[src/rtl/pipe_stage_buf_if.sv]
// pipe_stage_buf_if: valid/ready pipeline entry bus (pc, delay-slot flag, exception code, payload)
//   master: drives valid/pc/bd/exc/payload, samples ready
//   slave : samples valid/pc/bd/exc/payload, drives ready
interface pipe_stage_buf_if #(
  parameter int PAYLOAD_W = 128
);
  logic                 valid;
  logic                 ready;
  logic [31:0]          pc;
  logic                 bd;
  logic [4:0]           exc;
  logic [PAYLOAD_W-1:0] payload;
  modport master (output valid, pc, bd, exc, payload, input ready);
  modport slave  (input valid, pc, bd, exc, payload, output ready);
endinterface

[src/rtl/pipe_stage_buf.sv]
// pipe_stage_buf: elastic MIPS pipeline stage register with bubble insertion and exception redirect
//   clk         : clock, rising edge
//   reset       : asynchronous active-high reset
//   i_req       : exception flush, loads a valid bubble at EXC_VECTOR (highest priority)
//   i_bubble    : accepted entry keeps pc/bd/exc but has its payload zeroed
//   i_up        : upstream entry bus (slave)
//   o_dn        : downstream entry bus (master)
//   o_occupancy : stored entries (0..2)
//   Macro PIPE_STAGE_BUF_SKID_EN: adds a skid register so in_ready is registered;
//   without it the stage holds one entry and in_ready is combinational.
module pipe_stage_buf #(
  parameter int          PAYLOAD_W  = 128,
  parameter logic [31:0] PC_RESET   = 32'h0000_3000,
  parameter logic [31:0] EXC_VECTOR = 32'h0000_4180
) (
  input  logic              clk,
  input  logic              reset,
  input  logic              i_req,
  input  logic              i_bubble,
  pipe_stage_buf_if.slave   i_up,
  pipe_stage_buf_if.master  o_dn,
  output logic [1:0]        o_occupancy
);
`ifdef PIPE_STAGE_BUF_SKID_EN
  typedef enum logic [1:0] {EMPTY = 2'd0, ONE = 2'd1, TWO = 2'd2} state_t;
`else
  typedef enum logic [1:0] {EMPTY = 2'd0, ONE = 2'd1} state_t;
`endif
  state_t               r_state, w_next;
  logic [31:0]          r_pc;
  logic                 r_bd;
  logic [4:0]           r_exc;
  logic [PAYLOAD_W-1:0] r_pay;
  logic                 w_accept, w_pop, w_ld_in;
  logic [PAYLOAD_W-1:0] w_in_pay;
  assign w_in_pay    = i_bubble ? '0 : i_up.payload;
  assign w_accept    = i_up.valid & i_up.ready;
  assign w_pop       = o_dn.valid & o_dn.ready;
  assign o_dn.valid  = r_state != EMPTY;
  assign o_dn.pc     = r_pc;
  assign o_dn.bd     = r_bd;
  assign o_dn.exc    = r_exc;
  assign o_dn.payload = r_pay;
  assign o_occupancy = r_state;
  always_ff @(posedge clk or posedge reset)
    if (reset) r_state <= EMPTY;
    else       r_state <= w_next;
`ifdef PIPE_STAGE_BUF_SKID_EN
  logic [31:0]          r_s_pc;
  logic                 r_s_bd;
  logic [4:0]           r_s_exc;
  logic [PAYLOAD_W-1:0] r_s_pay;
  logic                 w_ld_skid, w_from_skid;
  // ready depends only on the state register, never on out_ready
  assign i_up.ready  = r_state != TWO;
  assign w_ld_in     = w_accept & (r_state == EMPTY | (r_state == ONE & w_pop));
  assign w_ld_skid   = w_accept & r_state == ONE & ~w_pop;
  assign w_from_skid = w_pop & r_state == TWO;
  always_comb begin
    w_next = r_state;
    if (i_req | w_ld_in | w_from_skid) w_next = ONE;
    else if (w_ld_skid)                w_next = TWO;
    else if (w_pop)                    w_next = EMPTY;
  end
  always_ff @(posedge clk or posedge reset)
    if (reset | i_req) begin
      r_s_pc  <= '0;
      r_s_bd  <= 1'b0;
      r_s_exc <= '0;
      r_s_pay <= '0;
    end else if (w_ld_skid) begin
      r_s_pc  <= i_up.pc;
      r_s_bd  <= i_up.bd;
      r_s_exc <= i_up.exc;
      r_s_pay <= w_in_pay;
    end
`else
  assign i_up.ready = ~o_dn.valid | o_dn.ready;
  assign w_ld_in    = w_accept;
  always_comb begin
    w_next = r_state;
    if (i_req | w_ld_in) w_next = ONE;
    else if (w_pop)      w_next = EMPTY;
  end
`endif
  // req overrides any same-cycle accept or pop
  always_ff @(posedge clk or posedge reset)
    if (reset) begin
      r_pc  <= PC_RESET;
      r_bd  <= 1'b0;
      r_exc <= '0;
      r_pay <= '0;
    end else if (i_req) begin
      r_pc  <= EXC_VECTOR;
      r_bd  <= 1'b0;
      r_exc <= '0;
      r_pay <= '0;
    end else if (w_ld_in) begin
      r_pc  <= i_up.pc;
      r_bd  <= i_up.bd;
      r_exc <= i_up.exc;
      r_pay <= w_in_pay;
`ifdef PIPE_STAGE_BUF_SKID_EN
    end else if (w_from_skid) begin
      r_pc  <= r_s_pc;
      r_bd  <= r_s_bd;
      r_exc <= r_s_exc;
      r_pay <= r_s_pay;
`endif
    end
endmodule

[src/flat_wrapper.sv]
// flat-port wrapper written by rule: the top's interface ports become plain ports
module pipe_stage_buf_flat 
#(
  parameter int          PAYLOAD_W  = 128,
  parameter logic [31:0] PC_RESET   = 32'h0000_3000,
  parameter logic [31:0] EXC_VECTOR = 32'h0000_4180
)
  (clk, reset, i_req, i_bubble, o_occupancy, i_up_valid, i_up_pc, i_up_bd, i_up_exc, i_up_payload, i_up_ready, o_dn_valid, o_dn_pc, o_dn_bd, o_dn_exc, o_dn_payload, o_dn_ready);
  pipe_stage_buf_if #(.PAYLOAD_W(PAYLOAD_W)) i_up_i ();
  pipe_stage_buf_if #(.PAYLOAD_W(PAYLOAD_W)) o_dn_i ();
  input  logic clk;
  input  logic reset;
  input  logic i_req;
  input  logic i_bubble;
  output logic [1:0] o_occupancy;
  input wire logic [$bits(i_up_i.valid)-1:0] i_up_valid;
  input wire logic [$bits(i_up_i.pc)-1:0] i_up_pc;
  input wire logic [$bits(i_up_i.bd)-1:0] i_up_bd;
  input wire logic [$bits(i_up_i.exc)-1:0] i_up_exc;
  input wire logic [$bits(i_up_i.payload)-1:0] i_up_payload;
  output wire logic [$bits(i_up_i.ready)-1:0] i_up_ready;
  output wire logic [$bits(o_dn_i.valid)-1:0] o_dn_valid;
  output wire logic [$bits(o_dn_i.pc)-1:0] o_dn_pc;
  output wire logic [$bits(o_dn_i.bd)-1:0] o_dn_bd;
  output wire logic [$bits(o_dn_i.exc)-1:0] o_dn_exc;
  output wire logic [$bits(o_dn_i.payload)-1:0] o_dn_payload;
  input wire logic [$bits(o_dn_i.ready)-1:0] o_dn_ready;
  assign i_up_i.valid = i_up_valid;
  assign i_up_i.pc = i_up_pc;
  assign i_up_i.bd = i_up_bd;
  assign i_up_i.exc = i_up_exc;
  assign i_up_i.payload = i_up_payload;
  assign i_up_ready = i_up_i.ready;
  assign o_dn_valid = o_dn_i.valid;
  assign o_dn_pc = o_dn_i.pc;
  assign o_dn_bd = o_dn_i.bd;
  assign o_dn_exc = o_dn_i.exc;
  assign o_dn_payload = o_dn_i.payload;
  assign o_dn_i.ready = o_dn_ready;
  pipe_stage_buf #(.PAYLOAD_W(PAYLOAD_W), .PC_RESET(PC_RESET), .EXC_VECTOR(EXC_VECTOR)) u_core (.clk(clk), .reset(reset), .i_req(i_req), .i_bubble(i_bubble), .i_up(i_up_i), .o_dn(o_dn_i), .o_occupancy(o_occupancy));
endmodule
[config.mk]
export PLATFORM = sky130hd
export DESIGN_NAME = pipe_stage_buf_flat
export DESIGN_NICKNAME = d
export VERILOG_FILES = /design/src/rtl/pipe_stage_buf_if.sv /design/src/rtl/pipe_stage_buf.sv /design/src/flat_wrapper.sv
export SDC_FILE = /design/constraint.sdc
export NUM_CORES = 1
export LEC_CHECK = 0
export ABC_CLOCK_PERIOD_IN_PS = 5900
export CORE_MARGIN = 2
export CORE_UTILIZATION = 34
export DETAILED_ROUTE_END_ITERATION = 8
export PLACE_DENSITY = 0.88
export REMOVE_ABC_BUFFERS = 1
export SETUP_SLACK_MARGIN = 0.15
export SLEW_MARGIN = 20
export SYNTH_ARGS = -nofsm -noshare
export SYNTH_HDL_FRONTEND = slang
export SYNTH_SLANG_ARGS = --single-unit
[constraint.sdc]
create_clock -name clk -period 5.9 [get_ports clk]
set_clock_uncertainty 0.05 [all_clocks]
set_input_delay 1.18 -clock clk [delete_from_list [all_inputs] [get_ports clk]]
set_output_delay 1.18 -clock clk [all_outputs]
set_load 0.02 [all_outputs]
==> summary.md, run 1 <==
| Metric | Value |
|---|---|
| Outcome | complete, no violations |
| Top delay family on crit path | buffers and inverters |
| Critical-path cell list | clkdlybuf4s50_1 -> nor2b_4 -> inv_2 -> clkdlybuf4s50_1 |
| VDD IR max | around 0.18 mV |
| Final worst-path cycle share | between 60% and 70% |
| Worst path arrival time | approximately 2.5 ns |
| Number of post-CTS setup repair buffers | 0 |
| Final Max Tran Viols | 0 |
| Slowest stage delay, CP | between 0.6 and 0.7 ns |
| Placed Area | 0.009472 mm² |
| Worst r2r path cells | 5 |
| IO Port Bufs | 340 |
| DRC Markers | 0 |
| CORE AREA | 0.01724 mm² |
| Clock latency on the worst-skew pair | 0.41 ns |
| Worst path slowest cell | clkdlybuf4s50_1 |
| Congestion Overflow GR | 0 |
| CTS sink count | 167 |
| PwrDens | approximately 270 mW/mm² |
| Nets | ~880 |
| Die span in x | between 100 and 150 µm |
| Routed vias | between 4,000 and 5,000 |
| WL final | about 17,000 µm |
| Clock root cell | clkbuf_16 |
| Initial core utilization | approximately 35% |
| Switching share of power | 25.57% |
| Core Util, Final | 58.41% |
| Clock transition at path regs | approximately 0.06 ns |
| Global-route wire length before repair | 25,070 µm |
| Seq/Total Area, Yosys | between 70% and 80% |
| Static Leak | between 4 and 5 nW |
| Vias in the first global route | between 4,000 and 5,000 |
| CP Launch Point | o_dn_ready |
| Crit path to | i_up_ready |
| Layout area overhead | 68.82% |
| Die area | between 0.015 and 0.02 mm² |
| Hold-fix buffers, CTS | 0 |
| CTS tree | done |
| Sequential share of power | about 45% |
| WP data required | between 4 and 5 ns |
| Critical Path Stages | 4 |
| WL per Instance | between 15 and 20 µm |
| Endpoints failing hold | 0 |
| Startpoint class of the critical path | input port |
| Critical Path End Type | output pin |
| Post-cts sizing count | 0 |
| Max_cap viols | 0 |
| Dpl hpwl | approximately 12,000 µm |
| Yosys reg bits | about 170 |
| Cts bufs inserted | 17 |
| Antenna cells | 0 |
| Yosys warns | 0 |
| Most used cell, CP | clkdlybuf4s50_1 |
| Share of cells above drive strength 1 | 6.111% |
| Crit path max fanout | 5 |
| Comb pwr share | 13.9% |
| Die height | between 100 and 150 µm |
| Antenna viol nets, final | 0 |
| First-pass detailed-route iteration total | 4 |
| Number of top-level pins | roughly 340 |
| # rows | 48 |
| WS Path Type | in2out |
| Synth Instances | between 300 and 400 |
| Finish-stage setup viols | 0 |
| Tmin final | 3.701 ns |
| Hold_ws | 0.4505 ns |
| Setup slack, reg-to-reg | around 3.9 ns |
| FF-to-FF End | u_core.o_dn.payload[33] |
| RD Place Congestion | ~0.75 |
| Final TNS setup | 0 ns |
| Final Cell Area | ~0.010 mm² |
| Total chip power | ~2.7 mW |
| Drt via density | 4.967 |
| Pint | 2.012 mW |
| Initial antenna violation count | 0 |
| Clock Power Share | slightly above 40% |
| Reg-to-reg startpoint | u_core.o_occupancy[0] |
| Synth Area per Inst | around 16 µm² |
| RSZ-0062 raised after global routing | false |
| Slew HR | 41.76% |
| FMAX | roughly 0.27 GHz |
| Synth unique cells | 18 |
| Iter 0 DRT Violations | between 100 and 150 |
| Worst-margin pin slew | roughly 0.87 ns |
| Switch Pwr | between 0.6 and 0.7 mW |
| Total track usage | approximately 17% |
| H-tree Lvls | 4 |
| CTS Buffer Depth | 2 |
| CP bufs+invs | 3 |
| Synthesized cell area | about 0.006 mm² |
| Hold WC Path Type | reg2reg |
| Largest net degree at the start of global routing | approximately 130 |
-- flip-flops by register name, indices dropped and copies added (netlist names) --
signal,count
u_core.o_dn.payload,128
u_core.o_dn.exc,5
u_core.o_dn.bd,1
u_core.o_dn.pc,32
u_core.o_occupancy,1
-- layout by cell type, fill, tap and decap left out, types with 2 or more instances in the layout --
master | synthesis | final
a22o_1 | 163 | 163
buf_12 | 0 | 2
buf_4 | 6 | 2
clkbuf_16 | 0 | 17
clkdlybuf4s50_1 | 0 | 340
dfrtp_1 | 165 | 165
dfstp_2 | 2 | 2
inv_6 | 0 | 6
inv_8 | 0 | 4
o22a_1 | 3 | 3
-- cell type report --
| type | instances | area [µm²] |
|---|---|---|
| timing repair buffer | 344 | 3458 |
| clock inverter | 14 | 156.4 |
| inverter | 2 | 12.51 |
| multi-input combinational | 175 | 1538 |
| sequential | 167 | 4182 |
| fill | 1367 | 7169 |
| clock buffer | 18 | 439.2 |
| tap | 225 | 281.5 |
-- how the worst min path moves through the flow --
| stage | startpoint | end | slack, ns | cells after the start |
|---|---|---|---|---|
| floorplan | u_core.o_dn.pc[12] | u_core.o_dn.pc[12] | 0.55 | 1 |
| global placement | u_core.o_dn.payload[118] | u_core.o_dn.payload[118] | 0.44 | 1 |
| detailed placement | u_core.o_dn.payload[19] | u_core.o_dn.payload[19] | 0.44 | 1 |
| CTS | u_core.o_dn.payload[31] | u_core.o_dn.payload[31] | 0.46 | 1 |
| global route | u_core.o_dn.payload[1] | u_core.o_dn.payload[1] | 0.46 | 1 |
| finish | u_core.o_dn.payload[31] | u_core.o_dn.payload[31] | 0.45 | 1 |
-- synth_stat cells --
master / n / area [µm²]
nand2_1: 1 / 3.750
dfstp_2: 2 / 52.55
inv_2: 1 / 3.750
and2_1: 1 / 6.260
nor2b_1: 1 / 6.260
inv_1: 1 / 3.750
conb_1: 1 / 3.750
a21oi_1: 1 / 5.000
dfrtp_1: 165 / 4129
nor3b_2: 1 / 12.51
o22a_1: 3 / 26.28
a22o_1: 163 / 1428
buf_6: 8 / 90.09
buf_4: 6 / 45.04
or3_1: 1 / 6.260
buf_2: 24 / 120.1
nor2b_4: 1 / 13.76
a21o_1: 1 / 7.510
-- routing by layer --
layer / part of all wire (%) / up-vias / track usage [%]
met2: 49 / 224 / 28.39
met4: 2.0 / 0 / 6.944
li1: - / 2120 / -
met1: 40 / 2329 / 20.73
met3: 9.3 / 21 / 6.674
met5: 0 / - / 0
-- cells by family (layout without fill, tap and decap cells) --
logic type,count (synthesis),count (layout),synth area share (%)
AOI/OAI and AO/OA,168,168,24.59
buffers and inverters,40,378,4.406
DFF,167,167,70.12
other,1,1,0.06289
and+or+nand+nor,6,6,0.8183
-- through the flow --
stage,instances,setup slack [ns]
finish,945,2.199
global route,945,2.180
CTS,945,2.191
detailed placement,913,2.196
global placement,913,2.219
floorplan,344,-2.167
-- power groups by stage --
stage	logic, mW	clock network, mW	registers, mW
2_1_floorplan	0.0856	0	1.29
3_3_place_gp	0.375	0	1.23
3_5_place_dp	0.381	0	1.23
4_1_cts	0.381	1.14	1.21
5_1_grt	0.399	1.20	1.22
6_report	0.376	1.11	1.21
No activity file was read; power rests on OpenSTA's default activity.
==> run 2, diff against run 1 <==
--- a/config.mk
+++ b/config.mk
@@ -5,11 +5,11 @@
 export SDC_FILE = /design/constraint.sdc
 export NUM_CORES = 1
 export LEC_CHECK = 0
-export ABC_CLOCK_PERIOD_IN_PS = 5900
-export CORE_MARGIN = 2
-export CORE_UTILIZATION = 34
+export ABC_CLOCK_PERIOD_IN_PS = 3900
+export CORE_AREA = 2 2 133 135
 export DETAILED_ROUTE_END_ITERATION = 8
-export PLACE_DENSITY = 0.88
+export DIE_AREA = 0 0 135 137
+export PLACE_DENSITY = 0.87
 export REMOVE_ABC_BUFFERS = 1
 export SETUP_SLACK_MARGIN = 0.15
 export SLEW_MARGIN = 20
==> constraint.sdc (replaced) <==
create_clock -name clk -period 3.9 [get_ports clk]
set_clock_uncertainty 0.05 [all_clocks]
set_input_delay 0.78 -clock clk [delete_from_list [all_inputs] [get_ports clk]]
set_output_delay 0.78 -clock clk [all_outputs]
set_load 0.02 [all_outputs]
==> summary.md, run 2 (synthesis results as in run 1) <==
| Metric | Value |
|---|---|
| Outcome | complete, no violations |
| Critical Path End Type | output pin |
| Startpoint class of the critical path | input port |
| Clock root cell | clkbuf_16 |
| Clock transition at path regs | 0.07 ns (about the same) |
| H-tree Lvls | 4 (unchanged) |
| Static Leak | 4.468 nW (+0.44%) |
| Critical-path cell list | clkdlybuf4s50_1 -> nor2b_4 -> inv_2 -> clkdlybuf4s50_1 |
| Finish-stage setup viols | 0 (unchanged) |
| WL final | 17,490 µm (+2.5%) |
| CTS sink count | 167 (unchanged) |
| Worst-margin pin slew | 0.6279 ns (-0.2456 ns) |
| WL per Instance | 18.39 µm (+1.9%) |
| Clock latency on the worst-skew pair | 0.41 ns (about the same) |
| CP bufs+invs | 3 (unchanged) |
| Final Cell Area | 0.01013 mm² (+0.58%) |
| Commonest non-fill, non-tap cell in the layout | clkdlybuf4s50_1 |
| Die span in x | 135 µm (-1.1%) |
| VDD IR max | 0.3465 mV (+91%) |
| Initial core utilization | 34.96% (+0.37 points) |
| CTS Buffer Depth | 2 (unchanged) |
| Routed vias | 4,706 (+0.26%) |
| First-pass detailed-route iteration total | 4 (unchanged) |
| CORE AREA | 0.01706 mm² (-1.0%) |
| CP Launch Point | o_dn_ready |
| IO Port Bufs | 340 (unchanged) |
| Switch Pwr | 0.9986 mW (+44%) |
| Pint | 3.075 mW (+53%) |
| Sequential share of power | 45.2% (+0.3 points) |
| Die height | 137 µm (+0.41%) |
| Max_cap viols | 0 (unchanged) |
| Post-cts sizing count | 0 (unchanged) |
| FF-to-FF End | u_core.o_dn.payload[27] |
| Switching share of power | 24.52% (-1.1 points) |
| Crit path max fanout | 5 (unchanged) |
| Slowest stage delay, CP | 0.62 ns (about the same) |
| Worst path slowest cell | clkdlybuf4s50_1 |
| Most frequent cells in the layout | 340 x clkdlybuf4s50_1, 165 x dfrtp_1, 163 x a22o_1, 17 x clkbuf_16, 7 x buf_4 |
| Placed Area | 0.009548 mm² (+0.81%) |
| Number of post-CTS setup repair buffers | 0 (unchanged) |
| Number of top-level pins | 342 (unchanged) |
| Final Non-Filler Cells | 951 (+0.63%) |
| Initial antenna violation count | 0 (unchanged) |
| Worst r2r path cells | 5 (unchanged) |
| Number of flip-flops in the largest register | 128 (unchanged) |
| Clock Power Share | 40.6% (-0.6 points) |
| # rows | 48 (unchanged) |
| FMAX | 0.3448 GHz |
| Nets | 886 (+0.80%) |
| Top delay family on crit path | buffers and inverters |
| WS Path Type | in2out |
| Hold WC Path Type | reg2reg |
| Core Util, Final | 59.37% (+0.96 points) |
| PwrDens | 402.3 mW/mm² (+50%) |
| WP data required | 3.07 ns (-1.60 ns) |
| Die area | 0.01850 mm² (-0.64%) |
| Final Max Tran Viols | 0 (unchanged) |
| Total chip power | 4.073 mW (+51%) |
| Iter 0 DRT Violations | 220 (+72%) |
| Most used cell, CP | clkdlybuf4s50_1 |
| DRC Markers | 0 (unchanged) |
| Setup slack, reg-to-reg | 1.96 ns (-1.98 ns) |
| Slew HR | 58.09% (+16 points) |
| Layout area overhead | 69.81% |
| Largest net degree at the start of global routing | 79 (-39%) |
| Placed Cells | 920 (+0.77%) |
| Antenna cells | 0 (unchanged) |
| Vias in the first global route | 4,831 (+1.4%) |
| Antenna viol nets, final | 0 (unchanged) |
| RSZ-0062 raised after global routing | false |
| Cts bufs inserted | 17 (unchanged) |
| Reg-to-reg startpoint | u_core.o_occupancy[0] |
| RD Place Congestion | 0.8024 (+6.3%) |
| CTS tree | done |
| Global-route wire length before repair | 26,010 µm (+3.7%) |
| Hold-fix buffers, CTS | 0 (unchanged) |
| Tmin final | around 2.9 ns |
| Critical Path Stages | 4 (unchanged) |
| Total track usage | 18.18% (+0.77 points) |
| Comb pwr share | 14.2% (+0.3 points) |
| Share of cells above drive strength 1 | 6.474% (+0.36 points) |
| Congestion Overflow GR | 0 (unchanged) |
| Worst path arrival time | 2.07 ns (-0.40 ns) |
| Endpoints failing hold | 0 (unchanged) |
| Dpl hpwl | 12,740 µm (+7.4%) |
| Drt via density | 4.948 (-0.38%) |
| Final worst-path cycle share | roughly 74% |
| Crit path to | i_up_ready |
-- run 2: layout make-up --
class | instances | area (µm²)
fill | 1361 | 6930
sequential | 167 | 4182
timing repair buffer | 351 | 3536
multi-input combinational | 175 | 1536
clock buffer | 19 | 432.9
tap | 225 | 281.5
clock inverter | 12 | 145.1
inverter | 2 | 12.51
-- run 2: metal layers --
| layer | vias to the layer above | part of all wire [%] | global-route usage [%] |
|---|---|---|---|
| li1 | 2132 | - | - |
| met1 | 2337 | 39 | 21.57 |
| met2 | 211 | 51 | 30.99 |
| met3 | 26 | 8.1 | 5.926 |
| met4 | 0 | 2.2 | 6.655 |
| met5 | - | 0 | 0 |
-- run 2: power by group through the flow --
stage | Clock [mW] | Sequential [mW] | Combinational, mW
2_1_floorplan | 0 | 1.95 | 0.130
3_3_place_gp | 0 | 1.87 | 0.575
3_5_place_dp | 0 | 1.87 | 0.585
4_1_cts | 1.70 | 1.84 | 0.585
5_1_grt | 1.78 | 1.84 | 0.615
6_report | 1.66 | 1.84 | 0.579
-- run 2: per-stage QoR --
stage	setup TNS [ns]	hold WS, ns	setup WS, ns
floorplan	-852.35	0.5471	-3.767
global placement	0	0.4367	0.9991
detailed placement	0	0.4399	0.9655
CTS	0	0.4590	1.004
global route	0	0.4637	0.9729
finish	0	0.4519	0.9996
-- run 2: worst min path at each step --
stage	from	end	slack (ns)	cells after the start
finish	u_core.o_dn.pc[30]	u_core.o_dn.pc[30]	0.45	1
global placement	u_core.o_dn.payload[41]	u_core.o_dn.payload[41]	0.44	1
floorplan	u_core.o_dn.pc[12]	u_core.o_dn.pc[12]	0.55	1
global route	u_core.o_dn.payload[66]	u_core.o_dn.payload[66]	0.46	1
detailed placement	u_core.o_dn.payload[115]	u_core.o_dn.payload[115]	0.44	1
CTS	u_core.o_dn.payload[66]	u_core.o_dn.payload[66]	0.46	1
==> run 3, diff against run 2 <==
--- a/config.mk
+++ b/config.mk
@@ -5,11 +5,11 @@
 export SDC_FILE = /design/constraint.sdc
 export NUM_CORES = 1
 export LEC_CHECK = 0
-export ABC_CLOCK_PERIOD_IN_PS = 3900
-export CORE_AREA = 2 2 133 135
+export ABC_CLOCK_PERIOD_IN_PS = 2600
+export CORE_MARGIN = 2
+export CORE_UTILIZATION = 34
 export DETAILED_ROUTE_END_ITERATION = 8
-export DIE_AREA = 0 0 135 137
-export PLACE_DENSITY = 0.87
+export PLACE_DENSITY = 0.88
 export REMOVE_ABC_BUFFERS = 1
 export SETUP_SLACK_MARGIN = 0.15
 export SLEW_MARGIN = 20
==> constraint.sdc (replaced) <==
create_clock -name clk -period 2.6 [get_ports clk]
set_clock_uncertainty 0.05 [all_clocks]
set_input_delay 0.52 -clock clk [delete_from_list [all_inputs] [get_ports clk]]
set_output_delay 0.52 -clock clk [all_outputs]
set_load 0.02 [all_outputs]
==> summary.md, run 3 (synthesis results as in run 1) <==
| Metric | Value |
|---|---|
| Placed Cells | 923 (+0.33%) |
| Clock transition at path regs | 0.06 ns (about the same) |
| Reg-to-reg startpoint | u_core.o_occupancy[0] |
| H-tree Lvls | 4 (unchanged) |
| Final worst-path cycle share | 90.64% |
| Core Util, Final | 59.33% (about the same) |
| Startpoint class of the critical path | input port |
| RD Place Congestion | 0.7532 (-6.1%) |
| WS Path Type | in2out |
| Most used cell, CP | clkdlybuf4s50_1 |
| Commonest non-fill, non-tap cell in the layout | clkdlybuf4s50_1 |
| Hold WC Path Type | reg2reg |
| Final Non-Filler Cells | 955 (+0.42%) |
| First-pass detailed-route iteration total | 6 (+2) |
| Worst path slowest cell | clkdlybuf4s50_1 |
| Clock Power Share | 41.9% (+1.3 points) |
| Final TNS setup | 0 ns (unchanged) |
| CP bufs+invs | 3 (unchanged) |
| Post-cts sizing count | 0 (unchanged) |
| Number of flip-flops in the largest register | 128 (unchanged) |
| VDD IR max | 0.4102 mV (+18%) |
| Sequential cell area | 0.004182 mm² (unchanged) |
| Largest net degree at the start of global routing | 84 (+6.3%) |
| Vias in the first global route | 4,815 (-0.33%) |
| Top delay family on crit path | buffers and inverters |
| Most frequent cells in the layout | 340 x clkdlybuf4s50_1, 165 x dfrtp_1, 163 x a22o_1, 17 x clkbuf_16 |
| Iter 0 DRT Violations | 177 (-20%) |
| Clock root cell | clkbuf_16 |
| Switch Pwr | 1.558 mW (+56%) |
| Outcome | complete, no violations |
| Die height | 136.4 µm (-0.41%) |
| Congestion Overflow GR | 0 (unchanged) |
| Endpoints failing hold | 0 (unchanged) |
| Pint | 4.692 mW (+53%) |
| Global-route wire length before repair | 26,100 µm (+0.37%) |
| Worst Slack Setup Final | 0.2434 ns (-0.7562 ns) |
| Dpl hpwl | 12,370 µm (-2.9%) |
| Final Max Tran Viols | 0 (unchanged) |
| DRC Markers | 0 (unchanged) |
| FMAX | 0.4243 GHz |
| Max_cap viols | 0 (unchanged) |
| Critical-path cell list | clkdlybuf4s50_1 -> nor2b_4 -> inv_2 -> clkdlybuf4s50_1 |
| Cts bufs inserted | 17 (unchanged) |
| Sequential share of power | 44.1% (-1.1 points) |
| IO Port Bufs | 340 (unchanged) |
| Clock latency on the worst-skew pair | 0.41 ns (about the same) |
| WL per Instance | 18.27 µm (-0.65%) |
| # fillers | 1,320 (-3.0%) |
| Initial core utilization | 34.60% (-0.37 points) |
| RSZ-0062 raised after global routing | false |
| Static Leak | 4.529 nW (+1.4%) |
| Finish-stage setup viols | 0 (unchanged) |
| CTS Buffer Depth | 2 (unchanged) |
| Total track usage | 18.23% (+0.051 points) |
| Initial antenna violation count | 0 (unchanged) |
| Nets | 889 (+0.34%) |
| Number of top-level pins | 342 (unchanged) |
| Multi-input gate area | 0.001536 mm² (unchanged) |
| Worst Hold Launch | u_core.o_dn.payload[83] |
| Worst path arrival time | 1.79 ns (-0.28 ns) |
| Critical Path End Type | output pin |
| Total chip power | 6.250 mW (+53%) |
| Antenna viol nets, final | 0 (unchanged) |
| Share of cells above drive strength 1 | 7.260% (+0.79 points) |
| Hold-fix buffers, CTS | 0 (unchanged) |
| Die span in x | 136.4 µm (+1.1%) |
| # rows | 48 (unchanged) |
| WL final | 17,450 µm (-0.23%) |
| Comb pwr share | 14.0% (-0.2 points) |
| Drt via density | 4.950 (about the same) |
| Crit path max fanout | 5 (unchanged) |
| Die area | 0.01861 mm² (+0.65%) |
| CP Launch Point | o_dn_ready |
| Number of post-CTS setup repair buffers | 0 (unchanged) |
| Antenna cells | 0 (unchanged) |
| Layout area overhead | 71.49% |
| PwrDens | 611.2 mW/mm² (+52%) |
| Slowest stage delay, CP | 0.61 ns (about the same) |
| Post-Place Setup Slack | 0.2410 ns (-0.7244 ns) |
| Routed vias | 4,727 (+0.45%) |
| CORE AREA | 0.01724 mm² (+1.1%) |
| CTS sink count | 167 (unchanged) |
| WP data required | 2.03 ns (-1.04 ns) |
| CTS tree | done |
| Switching share of power | 24.93% (+0.42 points) |
| Tmin final | between 2 and 2.5 ns |
## run 3: cell count changes in the layout (fill, tap and decap cells not counted), sizes merged
| cell | previous run | this run |
|---|---|---|
| clkinvlp | 4 | 0 |
| clkinv | 2 | 7 |
| buf | 11 | 14 |
## run 3: area by class of cell
cell class / count / area share [%]
Sequential cell: 167 / 40.89
Clock inverter: 13 / 1.615
Multi-Input combinational cell: 175 / 15.02
Clock buffer: 19 / 4.429
Inverter: 2 / 0.1224
Timing Repair Buffer: 354 / 35.16
Tap cell: 225 / 2.753
## run 3: power groups by stage
stage / combinational, mW / sequential, mW / clock [mW]
final: 0.878 / 2.76 / 2.62
after global placement: 0.872 / 2.80 / 0
after global routing: 0.933 / 2.77 / 2.80
after CTS: 0.888 / 2.76 / 2.68
after detailed placement: 0.886 / 2.80 / 0
after floorplan: 0.194 / 2.92 / 0
## run 3: per-layer routing
layer,track usage (%),wire [µm],share of wire (%)
met5,0,0,0
met2,30.18,8464,49
met1,21.89,7111,41
met3,6.711,1568,9.0
met4,6.366,302,1.7
## run 3: final timing paths
| kind | endpoint | slack (ns) | cells after the start |
|---|---|---|---|
| max in group asynchronous | u_core.o_dn.pc[12] | 1.42 | 3 |
| min in group asynchronous | u_core.o_dn.payload[5] | 0.46 | 2 |
| hold reg to reg | u_core.o_dn.payload[83] | 0.45 | 1 |
| hold / removal | u_core.o_dn.payload[83] | 0.45 | 1 |
| setup / recovery | i_up_ready | 0.24 | 4 |
| setup reg to reg | u_core.o_dn.payload[18] | 0.99 | 5 |
## run 3: per-stage QoR
step	hold WS, ns	cell area, µm²
2_1_floorplan	0.5471	5708
3_3_place_gp	0.4362	9608
3_5_place_dp	0.4398	9608
4_1_cts	0.4592	10230
5_1_grt	0.4681	10230
6_report	0.4546	10230
